### config.mk
export PLATFORM = sky130hd
export DESIGN_NAME = pipeline_hazard_ctrl_flat
export DESIGN_NICKNAME = d
export VERILOG_FILES = /design/src/rtl/pipeline_hazard_ctrl_if.sv /design/src/rtl/pipeline_hazard_ctrl.sv /design/src/flat_wrapper.sv
export SDC_FILE = /design/constraint.sdc
export NUM_CORES = 1
export LEC_CHECK = 0
export ABC_AREA = 0
export BUFFER_PORTS_ARGS = -buffer_cell sky130_fd_sc_hd__buf_2
export CAP_MARGIN = 30
export CORE_MARGIN = 2
export CORE_UTILIZATION = 32
export CTS_BUF_LIST = sky130_fd_sc_hd__clkbuf_4 sky130_fd_sc_hd__clkbuf_8
export CTS_CLUSTER_DIAMETER = 120
export DETAILED_ROUTE_END_ITERATION = 10
export HOLD_SLACK_MARGIN = 0.03
export SLEW_MARGIN = 20
export SYNTH_ARGS = -nofsm -noshare
export SYNTH_HDL_FRONTEND = slang
export SYNTH_SLANG_ARGS = --single-unit
### constraint.sdc
create_clock -name clk -period 2.79 [get_ports clk]
set_input_delay 0.1395 -clock clk [delete_from_list [all_inputs] [get_ports clk]]
set_output_delay 0.1395 -clock clk [all_outputs]
set_load 0.01 [all_outputs]
### src/rtl/pipeline_hazard_ctrl_if.sv
// Hazard-controller bundle for the 5-stage RV32I pipeline.
// master: pipeline datapath side. It drives register indices, stage flags and
//         the dmem handshake, and it receives the forwarding selects and the
//         stall/flush/enable pins.
// slave : the hazard controller. It sees the same signals in the opposite
//         directions.
// Inputs to the controller:
//   rs1_d, rs2_d, rs1_e, rs2_e, rd_e, rd_m, rd_w,
//   ResultSrc_e0, PCSrc_e, RegWrite_m, RegWrite_w, MemReq_m, mem_ready.
// Outputs from the controller:
//   ForwardA_e, ForwardB_e, stall_f, stall_d, flush_d, flush_e,
//   en_e_m, en_m_w, mem_err, stall_cycles.
interface pipeline_hazard_ctrl_if #(
  parameter int CNT_W = 32
);
  logic [4:0]       rs1_d, rs2_d, rs1_e, rs2_e, rd_e, rd_m, rd_w;
  logic             ResultSrc_e0, PCSrc_e, RegWrite_m, RegWrite_w;
  logic             MemReq_m, mem_ready;
  logic [1:0]       ForwardA_e, ForwardB_e;
  logic             stall_f, stall_d, flush_d, flush_e, en_e_m, en_m_w, mem_err;
  logic [CNT_W-1:0] stall_cycles;

  modport master (
    output rs1_d, rs2_d, rs1_e, rs2_e, rd_e, rd_m, rd_w,
           ResultSrc_e0, PCSrc_e, RegWrite_m, RegWrite_w, MemReq_m, mem_ready,
    input  ForwardA_e, ForwardB_e, stall_f, stall_d, flush_d, flush_e,
           en_e_m, en_m_w, mem_err, stall_cycles
  );

  modport slave (
    input  rs1_d, rs2_d, rs1_e, rs2_e, rd_e, rd_m, rd_w,
           ResultSrc_e0, PCSrc_e, RegWrite_m, RegWrite_w, MemReq_m, mem_ready,
    output ForwardA_e, ForwardB_e, stall_f, stall_d, flush_d, flush_e,
           en_e_m, en_m_w, mem_err, stall_cycles
  );
endinterface

### src/rtl/pipeline_hazard_ctrl.sv
// Central stall/flush/forward controller for the 5-stage RV32I pipeline.
// Responsibilities:
//   - Resolves RAW hazards by forwarding, with the M stage taking priority over W.
//   - Inserts a one-cycle bubble on a load-use hazard.
//   - Flushes F/D and D/E when a branch is taken.
//   - Freezes the whole pipe during a multi-cycle dmem access. If the wait lasts
//     MEM_TIMEOUT cycles, the controller halts with a sticky mem_err.
// Ports:
//   clk    rising-edge clock
//   rst_n  synchronous active-low reset
//   bus    slave modport of pipeline_hazard_ctrl_if. It carries the stage
//          register indices and flags, the dmem handshake, the forwarding
//          selects, the stall/flush/enable pins, mem_err and stall_cycles.
module pipeline_hazard_ctrl #(
  parameter int MEM_TIMEOUT = 16,
  parameter int CNT_W       = 32
) (
  input logic                   clk,
  input logic                   rst_n,
  pipeline_hazard_ctrl_if.slave bus
);
  localparam int WCNT_W = $clog2(MEM_TIMEOUT);

  typedef enum logic [1:0] {RUN = 2'd0, MEM_WAIT = 2'd1, HALT = 2'd2} state_t;

  state_t            state, state_nxt;
  logic [WCNT_W-1:0] wait_cnt, wait_cnt_nxt;
  logic              mem_err_q, mem_err_nxt;
  logic [CNT_W-1:0]  stall_cnt;
  logic              lw_stall, mem_stall;
  logic              stall_f, stall_d, flush_d, flush_e, en_e_m, en_m_w;

  // x0 is hardwired to zero, so it is never a forwarding source.
  function automatic logic [1:0] fwd_sel(input logic [4:0] rs,
                                         input logic [4:0] dst_m, input logic wr_m,
                                         input logic [4:0] dst_w, input logic wr_w);
    if (wr_m && (dst_m != 5'd0) && (dst_m == rs)) return 2'b10;
    if (wr_w && (dst_w != 5'd0) && (dst_w == rs)) return 2'b01;
    return 2'b00;
  endfunction

  assign bus.ForwardA_e = fwd_sel(bus.rs1_e, bus.rd_m, bus.RegWrite_m, bus.rd_w, bus.RegWrite_w);
  assign bus.ForwardB_e = fwd_sel(bus.rs2_e, bus.rd_m, bus.RegWrite_m, bus.rd_w, bus.RegWrite_w);

  assign lw_stall = bus.ResultSrc_e0 && (bus.rd_e != 5'd0) &&
                    ((bus.rd_e == bus.rs1_d) || (bus.rd_e == bus.rs2_d));

  always_comb begin
    state_nxt    = state;
    wait_cnt_nxt = wait_cnt;
    mem_err_nxt  = mem_err_q;
    mem_stall    = 1'b0;
    case (state)
      RUN: begin
        // The first cycle of a slow access already freezes the pipe.
        if (bus.MemReq_m && !bus.mem_ready) begin
          mem_stall    = 1'b1;
          state_nxt    = MEM_WAIT;
          wait_cnt_nxt = WCNT_W'(1);
        end
      end
      MEM_WAIT: begin
        // The completing cycle still holds the pipe. It advances one cycle later.
        mem_stall = 1'b1;
        if (bus.mem_ready) begin
          state_nxt    = RUN;
          wait_cnt_nxt = '0;
        end else if (wait_cnt == WCNT_W'(MEM_TIMEOUT - 1)) begin
          state_nxt   = HALT;
          mem_err_nxt = 1'b1;
        end else begin
          wait_cnt_nxt = wait_cnt + WCNT_W'(1);
        end
      end
      HALT:    mem_stall = 1'b1;
      default: state_nxt = RUN;
    endcase
  end

  // Priority order: frozen pipe > taken branch > load-use bubble > free run.
  always_comb begin
    stall_f = 1'b0;
    stall_d = 1'b0;
    flush_d = 1'b0;
    flush_e = 1'b0;
    en_e_m  = 1'b1;
    en_m_w  = 1'b1;
    if (rst_n) begin
      if (mem_stall) begin
        stall_f = 1'b1;
        stall_d = 1'b1;
        en_e_m  = 1'b0;
        en_m_w  = 1'b0;
      end else if (bus.PCSrc_e) begin
        flush_d = 1'b1;
        flush_e = 1'b1;
      end else if (lw_stall) begin
        stall_f = 1'b1;
        stall_d = 1'b1;
        flush_e = 1'b1;
      end
    end
  end

  always_ff @(posedge clk) begin
    if (!rst_n) begin
      state     <= RUN;
      wait_cnt  <= '0;
      mem_err_q <= 1'b0;
      stall_cnt <= '0;
    end else begin
      state     <= state_nxt;
      wait_cnt  <= wait_cnt_nxt;
      mem_err_q <= mem_err_nxt;
      if (stall_f) stall_cnt <= stall_cnt + CNT_W'(1);
    end
  end

  assign bus.stall_f      = stall_f;
  assign bus.stall_d      = stall_d;
  assign bus.flush_d      = flush_d;
  assign bus.flush_e      = flush_e;
  assign bus.en_e_m       = en_e_m;
  assign bus.en_m_w       = en_m_w;
  assign bus.mem_err      = mem_err_q;
  assign bus.stall_cycles = stall_cnt;
endmodule

### src/flat_wrapper.sv
// flat-port wrapper written by rule: the top's interface ports become plain ports
module pipeline_hazard_ctrl_flat 
#(
  parameter int MEM_TIMEOUT = 16,
  parameter int CNT_W       = 32
)
  (clk, rst_n, bus_rs1_d, bus_rs2_d, bus_rs1_e, bus_rs2_e, bus_rd_e, bus_rd_m, bus_rd_w, bus_ResultSrc_e0, bus_PCSrc_e, bus_RegWrite_m, bus_RegWrite_w, bus_MemReq_m, bus_mem_ready, bus_ForwardA_e, bus_ForwardB_e, bus_stall_f, bus_stall_d, bus_flush_d, bus_flush_e, bus_en_e_m, bus_en_m_w, bus_mem_err, bus_stall_cycles);
  pipeline_hazard_ctrl_if #(.CNT_W(CNT_W)) bus_i ();
  input logic clk;
  input logic rst_n;
  input wire logic [$bits(bus_i.rs1_d)-1:0] bus_rs1_d;
  input wire logic [$bits(bus_i.rs2_d)-1:0] bus_rs2_d;
  input wire logic [$bits(bus_i.rs1_e)-1:0] bus_rs1_e;
  input wire logic [$bits(bus_i.rs2_e)-1:0] bus_rs2_e;
  input wire logic [$bits(bus_i.rd_e)-1:0] bus_rd_e;
  input wire logic [$bits(bus_i.rd_m)-1:0] bus_rd_m;
  input wire logic [$bits(bus_i.rd_w)-1:0] bus_rd_w;
  input wire logic [$bits(bus_i.ResultSrc_e0)-1:0] bus_ResultSrc_e0;
  input wire logic [$bits(bus_i.PCSrc_e)-1:0] bus_PCSrc_e;
  input wire logic [$bits(bus_i.RegWrite_m)-1:0] bus_RegWrite_m;
  input wire logic [$bits(bus_i.RegWrite_w)-1:0] bus_RegWrite_w;
  input wire logic [$bits(bus_i.MemReq_m)-1:0] bus_MemReq_m;
  input wire logic [$bits(bus_i.mem_ready)-1:0] bus_mem_ready;
  output wire logic [$bits(bus_i.ForwardA_e)-1:0] bus_ForwardA_e;
  output wire logic [$bits(bus_i.ForwardB_e)-1:0] bus_ForwardB_e;
  output wire logic [$bits(bus_i.stall_f)-1:0] bus_stall_f;
  output wire logic [$bits(bus_i.stall_d)-1:0] bus_stall_d;
  output wire logic [$bits(bus_i.flush_d)-1:0] bus_flush_d;
  output wire logic [$bits(bus_i.flush_e)-1:0] bus_flush_e;
  output wire logic [$bits(bus_i.en_e_m)-1:0] bus_en_e_m;
  output wire logic [$bits(bus_i.en_m_w)-1:0] bus_en_m_w;
  output wire logic [$bits(bus_i.mem_err)-1:0] bus_mem_err;
  output wire logic [$bits(bus_i.stall_cycles)-1:0] bus_stall_cycles;
  assign bus_i.rs1_d = bus_rs1_d;
  assign bus_i.rs2_d = bus_rs2_d;
  assign bus_i.rs1_e = bus_rs1_e;
  assign bus_i.rs2_e = bus_rs2_e;
  assign bus_i.rd_e = bus_rd_e;
  assign bus_i.rd_m = bus_rd_m;
  assign bus_i.rd_w = bus_rd_w;
  assign bus_i.ResultSrc_e0 = bus_ResultSrc_e0;
  assign bus_i.PCSrc_e = bus_PCSrc_e;
  assign bus_i.RegWrite_m = bus_RegWrite_m;
  assign bus_i.RegWrite_w = bus_RegWrite_w;
  assign bus_i.MemReq_m = bus_MemReq_m;
  assign bus_i.mem_ready = bus_mem_ready;
  assign bus_ForwardA_e = bus_i.ForwardA_e;
  assign bus_ForwardB_e = bus_i.ForwardB_e;
  assign bus_stall_f = bus_i.stall_f;
  assign bus_stall_d = bus_i.stall_d;
  assign bus_flush_d = bus_i.flush_d;
  assign bus_flush_e = bus_i.flush_e;
  assign bus_en_e_m = bus_i.en_e_m;
  assign bus_en_m_w = bus_i.en_m_w;
  assign bus_mem_err = bus_i.mem_err;
  assign bus_stall_cycles = bus_i.stall_cycles;
  pipeline_hazard_ctrl #(.MEM_TIMEOUT(MEM_TIMEOUT), .CNT_W(CNT_W)) u_core (.clk(clk), .rst_n(rst_n), .bus(bus_i));
endmodule
==> summary.md <==
| Metric | Value |
|---|---|
| P_leak | `1.217 nW` |
| Largest net degree at the start of global routing | `23` |
| Slew HR | `45.60%` |
| First-pass GRT wire length | `10640 um` |
| Resized Gates After CTS | `0` |
| GRT Util Overall | `15.52%` |
| Hold depth | `2` |
| Post-CTS Setup Inserts | `0` |
| Post-synthesis register bit count | `39` |
| Total via count in the routed design | `2497` |
| Fill cell count | `805` |
| CTS buffer count | `5` |
| Core ar. | `7292 um^2` |
| RSZ-0062 raised after global routing | `no` |
| Worst Setup End Kind | `register` |
| Slew @ Worst Pin | `0.8160 ns` |
| Primary FF master, synth | `dfxtp_1` |
| CP Class | `register to register` |
| Width of the die | `91.19 um` |
| Initial antenna violation count | `0` |
| Cell taking the most area after synthesis | `dfxtp_1` |
| Cell Area, Synth | `2432 um^2` |
| Seq/Total Area, Yosys | `32.10%` |
| Hold WS | `0.2001 ns` |
| Crit share post-route | `81.22%` |
| R2R Setup Slk | `0.52 ns` |
| Final setup fails | `0` |
| Initial core utilization | `33.36%` |
| Post-Place Setup Slack | `0.5471 ns` |
| FF+latch area | `780.7 um^2` |
| Io pins | `86` |
| Power per Cell Area | `407.8 nW/um^2` |
| Post-synth cell types | `48` |
| Cell Rows | `31` |
| CP required | `3.03 ns` |
| Peak VDD IR | `0.0002409 V` |
| WP data arrival | `2.50 ns` |
| Post-route ant nets | `0` |
| Number of diodes | `0` |
| DRC marker count from the first detailed-route iteration | `137` |
| Root Driver | `clkbuf_8` |
| Max-slew violations | `0` |
| Syn Nets | `348` |
| Design Power | `1.251 mW` |
| Fin nets | `432` |
| Placer congestion estimate | `0.8447` |
| Max_cap viols | `0` |
| Via density per instance | `5.170` |
| Port Buffers | `85` |
| Placed cell areas | `2955 um^2` |
| TritonCTS clock tree | `yes` |
| Post-synth EDFFs | `0` |
| Synth warn | `0` |
| DRT Pass-1 Iters | `4` |
| Synth top area share | `32.10%` |
| Post-route DRC violation count | `0` |
| Status | `complete, no violations` |
| Final hold vios | `0` |
| Largest cells by area after synthesis | `dfxtp_1 32%, xor2_1 6.8%, xnor2_1 5.8%` |
| Crit Path Max Fanout | `13` |
| WL per Instance | `12.98 um` |
| Number of global-route vias before repair | `2387` |
| Hold_buf cts | `0` |
| Post-Syn Instances | `299` |
| Fmax | `0.4413 GHz` |
| Area of the die | `8315 um^2` |
| Final TNS setup | `0 ns` |
| Die Ht | `91.19 um` |
| Async SR Flop Fraction | `0%` |
| Clock tree buffer depth | `2` |
| Fin crit period | `2.266 ns` |
| H-tree depth | `2` |
| CTS clk-pin slew, worst paths | `0.08 ns` |
| Num Clock Sinks | `39` |
| CP Launch Type | `register` |
| Gr ovfl total | `0` |
| Area Overhead vs Synth | `26.13%` |
| Final setup margin | `0.5239 ns` |
| Ratio of cells with drive above 1 in the final layout | `27.86%` |
| Clk Latency, worst-skew pair | `0.30 ns` |
| Reg2reg path depth | `9` |
| Final instance area | `3068 um^2` |
| WL final | `6268 um` |
| Multi-input gate area | `1565 um^2` |
| Post-DP HPWL | `4898 um` |
| Hold WC Path Type | `input port to register` |
| Synthesized area per cell | `8.135 um^2` |
| Clock Skews | `0.01034 ns` |
## report_power, final
group	internal, mW	switching [mW]	total, mW
clock network	0.266	0.206	0.473
logic	0.0886	0.117	0.205
registers	0.564	0.00906	0.573
## logic make-up after synthesis
kind of cell    Yosys count  share of synthesized area [%]
simple gates            125                          29.63
compound gates           72                          17.80
flops                    39                          32.10
xor+xnor                 35                          12.60
buf+inv                  19                          3.549
fa+ha+maj                 6                          3.086
mux                       3                          1.235
## state kept, by name, indices dropped and copies added, names as in the netlist
register	flops
u_core.bus.mem_err	1
u_core.state	2
u_core.wait_cnt	4
u_core.bus.stall_cycles	32
## stage by stage
| step | std cells | util (%) |
|---|---|---|
| floorplan | 299 | - |
| global placement | 475 | 40.53 |
| finish | 483 | 42.07 |
| CTS | 483 | 42.07 |
| global route | 483 | 42.07 |
| detailed placement | 475 | 40.53 |
## layout by cell type (no fill, tap or decap), types with 4 or more instances in the layout
cell type	count
xnor2_1	16
buf_4	5
or4_1	11
or3_1	16
nor4_1	7
ha_1	6
dfxtp_1	39
o21ai_0	22
o31ai_1	4
nand2_1	19
and3_1	4
buf_2	85
inv_1	5
nand4_1	6
nand3_1	19
a21oi_1	27
xor2_1	19
clkbuf_8	5
nor2_1	18
## cells in the mapped netlist (2+ instances only)
cell / number
nand3_1: 19
buf_4: 3
nand3b_1: 3
o21a_1: 3
or3b_1: 2
nor4_1: 7
xnor2_1: 16
xor2_1: 19
nor2b_1: 2
nand2b_1: 3
and2_1: 3
or4_1: 11
o31ai_1: 4
nor2_1: 18
or3_1: 16
dfxtp_1: 39
o41ai_1: 2
o21ai_0: 22
buf_2: 3
o31a_1: 2
mux2i_1: 3
and3_1: 4
o21ai_2: 2
nor3_1: 3
clkbuf_1: 6
a21oi_1: 27
ha_1: 6
nand2_1: 19
inv_1: 5
o211ai_1: 2
nand4_1: 6
and4_1: 3
## per-layer routing
metal | share of wire [%] | global-route usage (%)
met1 | 44 | 18.50
met2 | 48 | 25.80
met3 | 5.9 | 4.066
met4 | 2.4 | 7.576
met5 | 0 | 0
## area by class of cell
type                    instances  area share, %
multi-input cells             241          51.02
clock inverters                 3          1.427
clock buffers                   5          2.243
inverters                       6         0.7341
well taps                      99          4.038
repair buffers                 90          15.09
flip-flops and latches         39          25.45
## final timing paths
path                          startpoint                          end
min reg2reg  u_core.bus.stall_cycles[31]  u_core.bus.stall_cycles[31]
min                                rst_n  u_core.bus.stall_cycles[22]
max reg2reg              u_core.state[0]  u_core.bus.stall_cycles[20]
max                      u_core.state[0]  u_core.bus.stall_cycles[20]
## critical path, cell delays in order (launching register included)
cell,delay (ns)
dfxtp_1,0.34
inv_1,0.09
ha_1,0.21
nand3b_1,0.13
a21oi_1,0.44
and3_1,0.24
a21oi_1,0.04
buf_4,0.19
or4_1,0.40
a21oi_1,0.14
Power figures use the tool's default switching activity.
